[src/rtl/cpu_pkg.sv]
// rtl/cpu_pkg.sv - shared opcode, state and strobe encodings for the CPU controller
package cpu_pkg;

    localparam logic [2:0] OP_HLT = 3'd0;
    localparam logic [2:0] OP_SKZ = 3'd1;
    localparam logic [2:0] OP_ADD = 3'd2;
    localparam logic [2:0] OP_AND = 3'd3;
    localparam logic [2:0] OP_XOR = 3'd4;
    localparam logic [2:0] OP_LDA = 3'd5;
    localparam logic [2:0] OP_STO = 3'd6;
    localparam logic [2:0] OP_JMP = 3'd7;

    typedef enum logic [2:0] {
        S0 = 3'd0,
        S1 = 3'd1,
        S2 = 3'd2,
        S3 = 3'd3,
        S4 = 3'd4,
        S5 = 3'd5,
        S6 = 3'd6,
        S7 = 3'd7
    } state_t;

    // Bit positions inside the decoded strobe vector
    localparam int STB_W        = 8;
    localparam int STB_LOAD_IR  = 7;
    localparam int STB_RD       = 6;
    localparam int STB_WR       = 5;
    localparam int STB_INC_PC   = 4;
    localparam int STB_LOAD_PC  = 3;
    localparam int STB_LOAD_ACC = 2;
    localparam int STB_DATACTL  = 1;
    localparam int STB_ALU_EN   = 0;

    function automatic logic is_aluop(input logic [2:0] op);
        return (op == OP_ADD) || (op == OP_AND) || (op == OP_XOR) || (op == OP_LDA);
    endfunction

endpackage

[src/rtl/cpu_ctrl_decode.sv]
// rtl/cpu_ctrl_decode.sv - combinational (state, opcode, zero) to strobe decode
module cpu_ctrl_decode
    import cpu_pkg::*;
(
    input  logic [2:0]       state,
    input  logic [2:0]       opcode,
    input  logic             zero,
    output logic [STB_W-1:0] strobes
);

    logic aluop;
    logic sto;
    logic jmp;
    logic skip;

    always_comb begin
        aluop   = is_aluop(opcode);
        sto     = (opcode == OP_STO);
        jmp     = (opcode == OP_JMP);
        skip    = (opcode == OP_SKZ) && zero;
        strobes = '0;
        case (state_t'(state))
            S0: begin
                strobes[STB_RD]      = 1'b1;
                strobes[STB_LOAD_IR] = 1'b1;
            end
            S1: begin
                strobes[STB_RD]      = 1'b1;
                strobes[STB_LOAD_IR] = 1'b1;
                strobes[STB_INC_PC]  = 1'b1;
            end
            S2: begin
            end
            S3: begin
                strobes[STB_INC_PC] = 1'b1;
            end
            S4: begin
                strobes[STB_RD]      = aluop;
                strobes[STB_LOAD_PC] = jmp;
                strobes[STB_DATACTL] = sto;
            end
            S5: begin
                strobes[STB_RD]      = aluop;
                strobes[STB_ALU_EN]  = aluop;
                strobes[STB_LOAD_PC] = jmp;
                strobes[STB_DATACTL] = sto;
                strobes[STB_WR]      = sto;
                strobes[STB_INC_PC]  = skip;
            end
            S6: begin
                strobes[STB_RD]       = aluop;
                strobes[STB_LOAD_ACC] = aluop;
                strobes[STB_DATACTL]  = sto;
            end
            S7: begin
                // Second PC bump of a taken skip; the first came in S5
                strobes[STB_INC_PC] = skip;
            end
            default: begin
            end
        endcase
    end

endmodule

[src/rtl/cpu_controller.sv]
// rtl/cpu_controller.sv - 8-state instruction sequencer with halt and run-enable gating
module cpu_controller
    import cpu_pkg::*;
#(
    parameter int OP_W        = 3,
    parameter bit HALT_STICKY = 1'b1
) (
    input  logic            clk,
    input  logic            rst_n,
    input  logic            en,
    input  logic [OP_W-1:0] opcode,
    input  logic            zero,
    output logic            load_ir,
    output logic            rd,
    output logic            wr,
    output logic            inc_pc,
    output logic            load_pc,
    output logic            load_acc,
    output logic            datactl_ena,
    output logic            alu_en,
    output logic            halt,
    output logic [2:0]      state
);

    state_t           state_q;
    logic             halted;
    logic             active;
    logic             gate;
    logic             halt_now;
    logic [STB_W-1:0] strobes;

    assign active   = en && !halted;
    assign halt_now = active && (state_q == S3) && (opcode == OP_HLT);

    always_ff @(posedge clk or negedge rst_n) begin
        if (!rst_n) begin
            state_q <= S0;
            halted  <= 1'b0;
        end else if (active) begin
            state_q <= state_t'(state_q + 3'd1);
            if (HALT_STICKY && halt_now) begin
                halted <= 1'b1;
            end
        end
    end

    cpu_ctrl_decode u_decode (
        .state   (state_q),
        .opcode  (opcode),
        .zero    (zero),
        .strobes (strobes)
    );

    // rst_n is folded in so a reset mid-instruction kills any strobe without waiting for a clock
    assign gate = rst_n && active;

    assign load_ir     = gate && strobes[STB_LOAD_IR];
    assign rd          = gate && strobes[STB_RD];
    assign wr          = gate && strobes[STB_WR];
    assign inc_pc      = gate && strobes[STB_INC_PC];
    assign load_pc     = gate && strobes[STB_LOAD_PC];
    assign load_acc    = gate && strobes[STB_LOAD_ACC];
    assign datactl_ena = gate && strobes[STB_DATACTL];
    assign alu_en      = gate && strobes[STB_ALU_EN];
    assign halt        = rst_n && (halted || halt_now);
    assign state       = state_q;

endmodule

[config.mk]
export PLATFORM = sky130hd
export DESIGN_NAME = cpu_controller
export DESIGN_NICKNAME = d
export VERILOG_FILES = /design/src/rtl/cpu_pkg.sv /design/src/rtl/cpu_ctrl_decode.sv /design/src/rtl/cpu_controller.sv
export SDC_FILE = /design/constraint.sdc
export NUM_CORES = 1
export LEC_CHECK = 0
export CORE_MARGIN = 8
export CORE_UTILIZATION = 30
export DETAILED_ROUTE_END_ITERATION = 16
export HOLD_SLACK_MARGIN = 0.1
export PLACE_DENSITY_LB_ADDON = 0.2
export SKIP_LAST_GASP = 1
export SLEW_MARGIN = 15
export SYNTH_ARGS = -nofsm -noshare
export SYNTH_HDL_FRONTEND = slang
export SYNTH_HIERARCHICAL = 1
export SYNTH_SLANG_ARGS = --single-unit
export TNS_END_PERCENT = 10
[constraint.sdc]
create_clock -name clk -period 1.85 [get_ports clk]
set_clock_uncertainty 0.05 [all_clocks]
set_input_delay 0.185 -clock clk [delete_from_list [all_inputs] [get_ports clk]]
set_output_delay 0.185 -clock clk [all_outputs]
set_load 0.1 [all_outputs]
==> impl_metrics.env <==
export IMPL_status="finished, final reports clean"
export IMPL_syn_nets=50
export IMPL_p_seq_share_pct=31.4
export IMPL_clockBufferDepth=2
export IMPL_max_slew_margin_rel_pct=78.0
export IMPL_slew_viol_final=0
export IMPL_dr_total_vias=388
export IMPL_cts_made_buffers=3
export IMPL_firstDrtPassIters=4
export IMPL_clock_root_buffer="clkbuf_4"
export IMPL_grt_pass1_wl_mm=1.59
export IMPL_synthFlopType="dfrtp_1"
export IMPL_cts_tree="yes"
export IMPL_finalCritPeriodShare_pct=99.9
export IMPL_rows=13
export IMPL_synth_edf_count=0
export IMPL_routed_via_density=4.51
export IMPL_synth_top_area_cell="dfrtp_1"
export IMPL_antenna_found_initial=0
export IMPL_hold_slack_ps=237
export IMPL_clk_pin_slew_worst_paths_ps=40
export IMPL_die_area_um2=2720
export IMPL_fmax_ghz=0.541
export IMPL_max_vdd_ir_drop_uv=489
export IMPL_p_comb_share_pct=27.5
export IMPL_grt_max_degree=9
export IMPL_critical_path_class="flop to output pin"
export IMPL_crit_required_ps=1620
export IMPL_grt_overflow=0
export IMPL_p_int_uw=208
export IMPL_core_region_area_um2=1250
export IMPL_yosys_top_cells_count="8 x and2_1, 4 x dfrtp_1, 4 x inv_1"
export IMPL_setup_viol=0
export IMPL_dp_hpwl_um=807
export IMPL_ios=19
export IMPL_maxCapViolCount=0
export IMPL_die_w_um=52.1
export IMPL_async_flop_share_pct=100
export IMPL_ant_nets=0
export IMPL_grt_setup_unrepaired="true"
export IMPL_num_nets_final=81
export IMPL_avgRoutedWirePerCell_um=11.8
export IMPL_drt_iter0_drc=6
export IMPL_synth_top_area_share_pct=25.6
export IMPL_initial_utilization_pct=31.3
export IMPL_syn_inst=41
export IMPL_design_power_total_uw=290
export IMPL_setup_ws_ps=1.74
export IMPL_final_cell_area_um2=835
export IMPL_die_h_um=52.1
export IMPL_port_buffers=18
export IMPL_pwr_share_clk_pct=41.1
export IMPL_gp_congestion=0.729
export IMPL_synth_seq_cells=4
export IMPL_ys_seq_area_share_pct=25.6
export IMPL_synth_distinct_cells=24
export IMPL_dp_slack_ps=94.0
export IMPL_synthTopCellsByArea="dfrtp_1 26%, and2_1 13%, ha_1 6.4%"
export IMPL_h_tree_depth=1
export IMPL_place_area_um2=776
export IMPL_hold_viol_final=0
export IMPL_routed_wl_mm=1.02
export IMPL_antenna_cells=0
export IMPL_p_per_area_nw_per_um2=347
export IMPL_grt_pass1_vias=368
export IMPL_crit_path_end_kind="output pin"
export IMPL_r2r_start="state[1]"
export IMPL_grt_usage_pct=7.84
export IMPL_area_growth_pct=113
export IMPL_switching_share_pct=28.0
export IMPL_clock_sinks=4
export IMPL_p_leak_nw=0.374
export IMPL_yosys_warnings=6
export IMPL_hp_class="input port to async pin"
export IMPL_clk_latency_ps=240
export IMPL_crit_arrival_ps=1610
export IMPL_min_period_ps=1850
export IMPL_drc=0
export IMPL_postSynthAreaPerCell_um2=9.55
export IMPL_worst_pin_slew_ps=328
export IMPL_p_sw_uw=81.2
export IMPL_yosysMostFrequentCell="and2_1"
export IMPL_critPathLaunchType="flop"
export IMPL_cts_hold_buf=0
export IMPL_cp_startpoint="state[0]"
export IMPL_critPathMaxFanout=2
export IMPL_synth_area_um2=392
export IMPL_drive_above_1_share_pct=54.9
-- registers in the layout, summed over array words and instances, names as in the netlist --
signal,cells
halted,1
state,3
-- power by group through the flow --
stage          Combinational [mW]  Clock [mW]  Sequential [mW]
6_report                   0.0796       0.119           0.0909
2_1_floorplan              0.0261           0            0.102
3_3_place_gp               0.0785           0           0.0922
3_5_place_dp               0.0791           0           0.0922
5_1_grt                    0.0853       0.126           0.0911
4_1_cts                    0.0795       0.125           0.0909
-- worst max-delay path, cell delays in order, from the launching register on --
cell and delay (ps):
dfrtp_4 410, ha_4 140, ha_4 110, nand3b_1 130, o41ai_4 360, buf_12 220
-- final timing paths --
kind                       cells after the start  endpoint  slack, ps
setup reg to reg                               5    halted        560
hold / removal                                 2  state[1]        240
setup / recovery                               5      halt          2
min in group clk                               2    halted        480
max in group asynchronous                      2  state[0]       1390
hold reg to reg                                2    halted        480
-- cell families (layout without fill, tap and decap cells) --
kind of cell,after synthesis,after routing,share of synthesized area [%]
adders and majority gates,2,2,6.39
DFF,4,4,25.6
buffers and inverters,5,35,4.79
muxes,2,2,6.39
AOI/OAI and AO/OA,5,5,15.0
and+or+nand+nor,21,21,37.4
xor gates and xnor gates,2,2,4.47
-- repair_timing --
item                                    4_1_cts  5_1_grt
cloned                                        0        0
setup buffers                                 0        2
hold endpoints to repair                      0        0
gates resized for setup                       0        4
pin swaps                                     1        2
endpoints found under the setup margin        2        4
-- metrics by stage --
stage	utilization, %	instances	setup TNS (ps)
finish	66.6	86	0
global route	66.6	86	-268
CTS	64.0	84	-17.8
detailed placement	61.9	80	0
global placement	61.9	80	0
floorplan	-	41	-1570
-- final cells by class --
| class | instances | area [um^2] |
|---|---|---|
| clock buffer | 4 | 26.3 |
| fill | 100 | 418 |
| inverter | 5 | 18.8 |
| multi-input combinational | 32 | 314 |
| sequential | 4 | 109 |
| tap | 15 | 18.8 |
| timing repair buffer | 26 | 348 |
-- metal layers --
| metal | global-route usage, % | vias to the layer above | wire length (um) |
|---|---|---|---|
| li1 | - | 203 | - |
| met2 | 12.2 | 12 | 477 |
| met5 | 0 | - | 0 |
| met1 | 7.94 | 169 | 408 |
| met4 | 7.76 | 0 | 36 |
| met3 | 2.56 | 4 | 93 |
-- cell usage in the layout, fill, tap and decap left out, types with 2 or more instances in the layout --
cell type,netlist,layout
nand3b_1,2,2
dfrtp_4,0,2
and2_1,8,8
xnor2_1,2,2
inv_1,4,3
clkdlybuf4s50_1,0,6
buf_4,0,9
nor2_1,2,2
buf_12,0,11
clkbuf_4,0,3
ha_4,0,2
inv_2,1,2
Note: power is estimated with default switching activity, not from simulation.
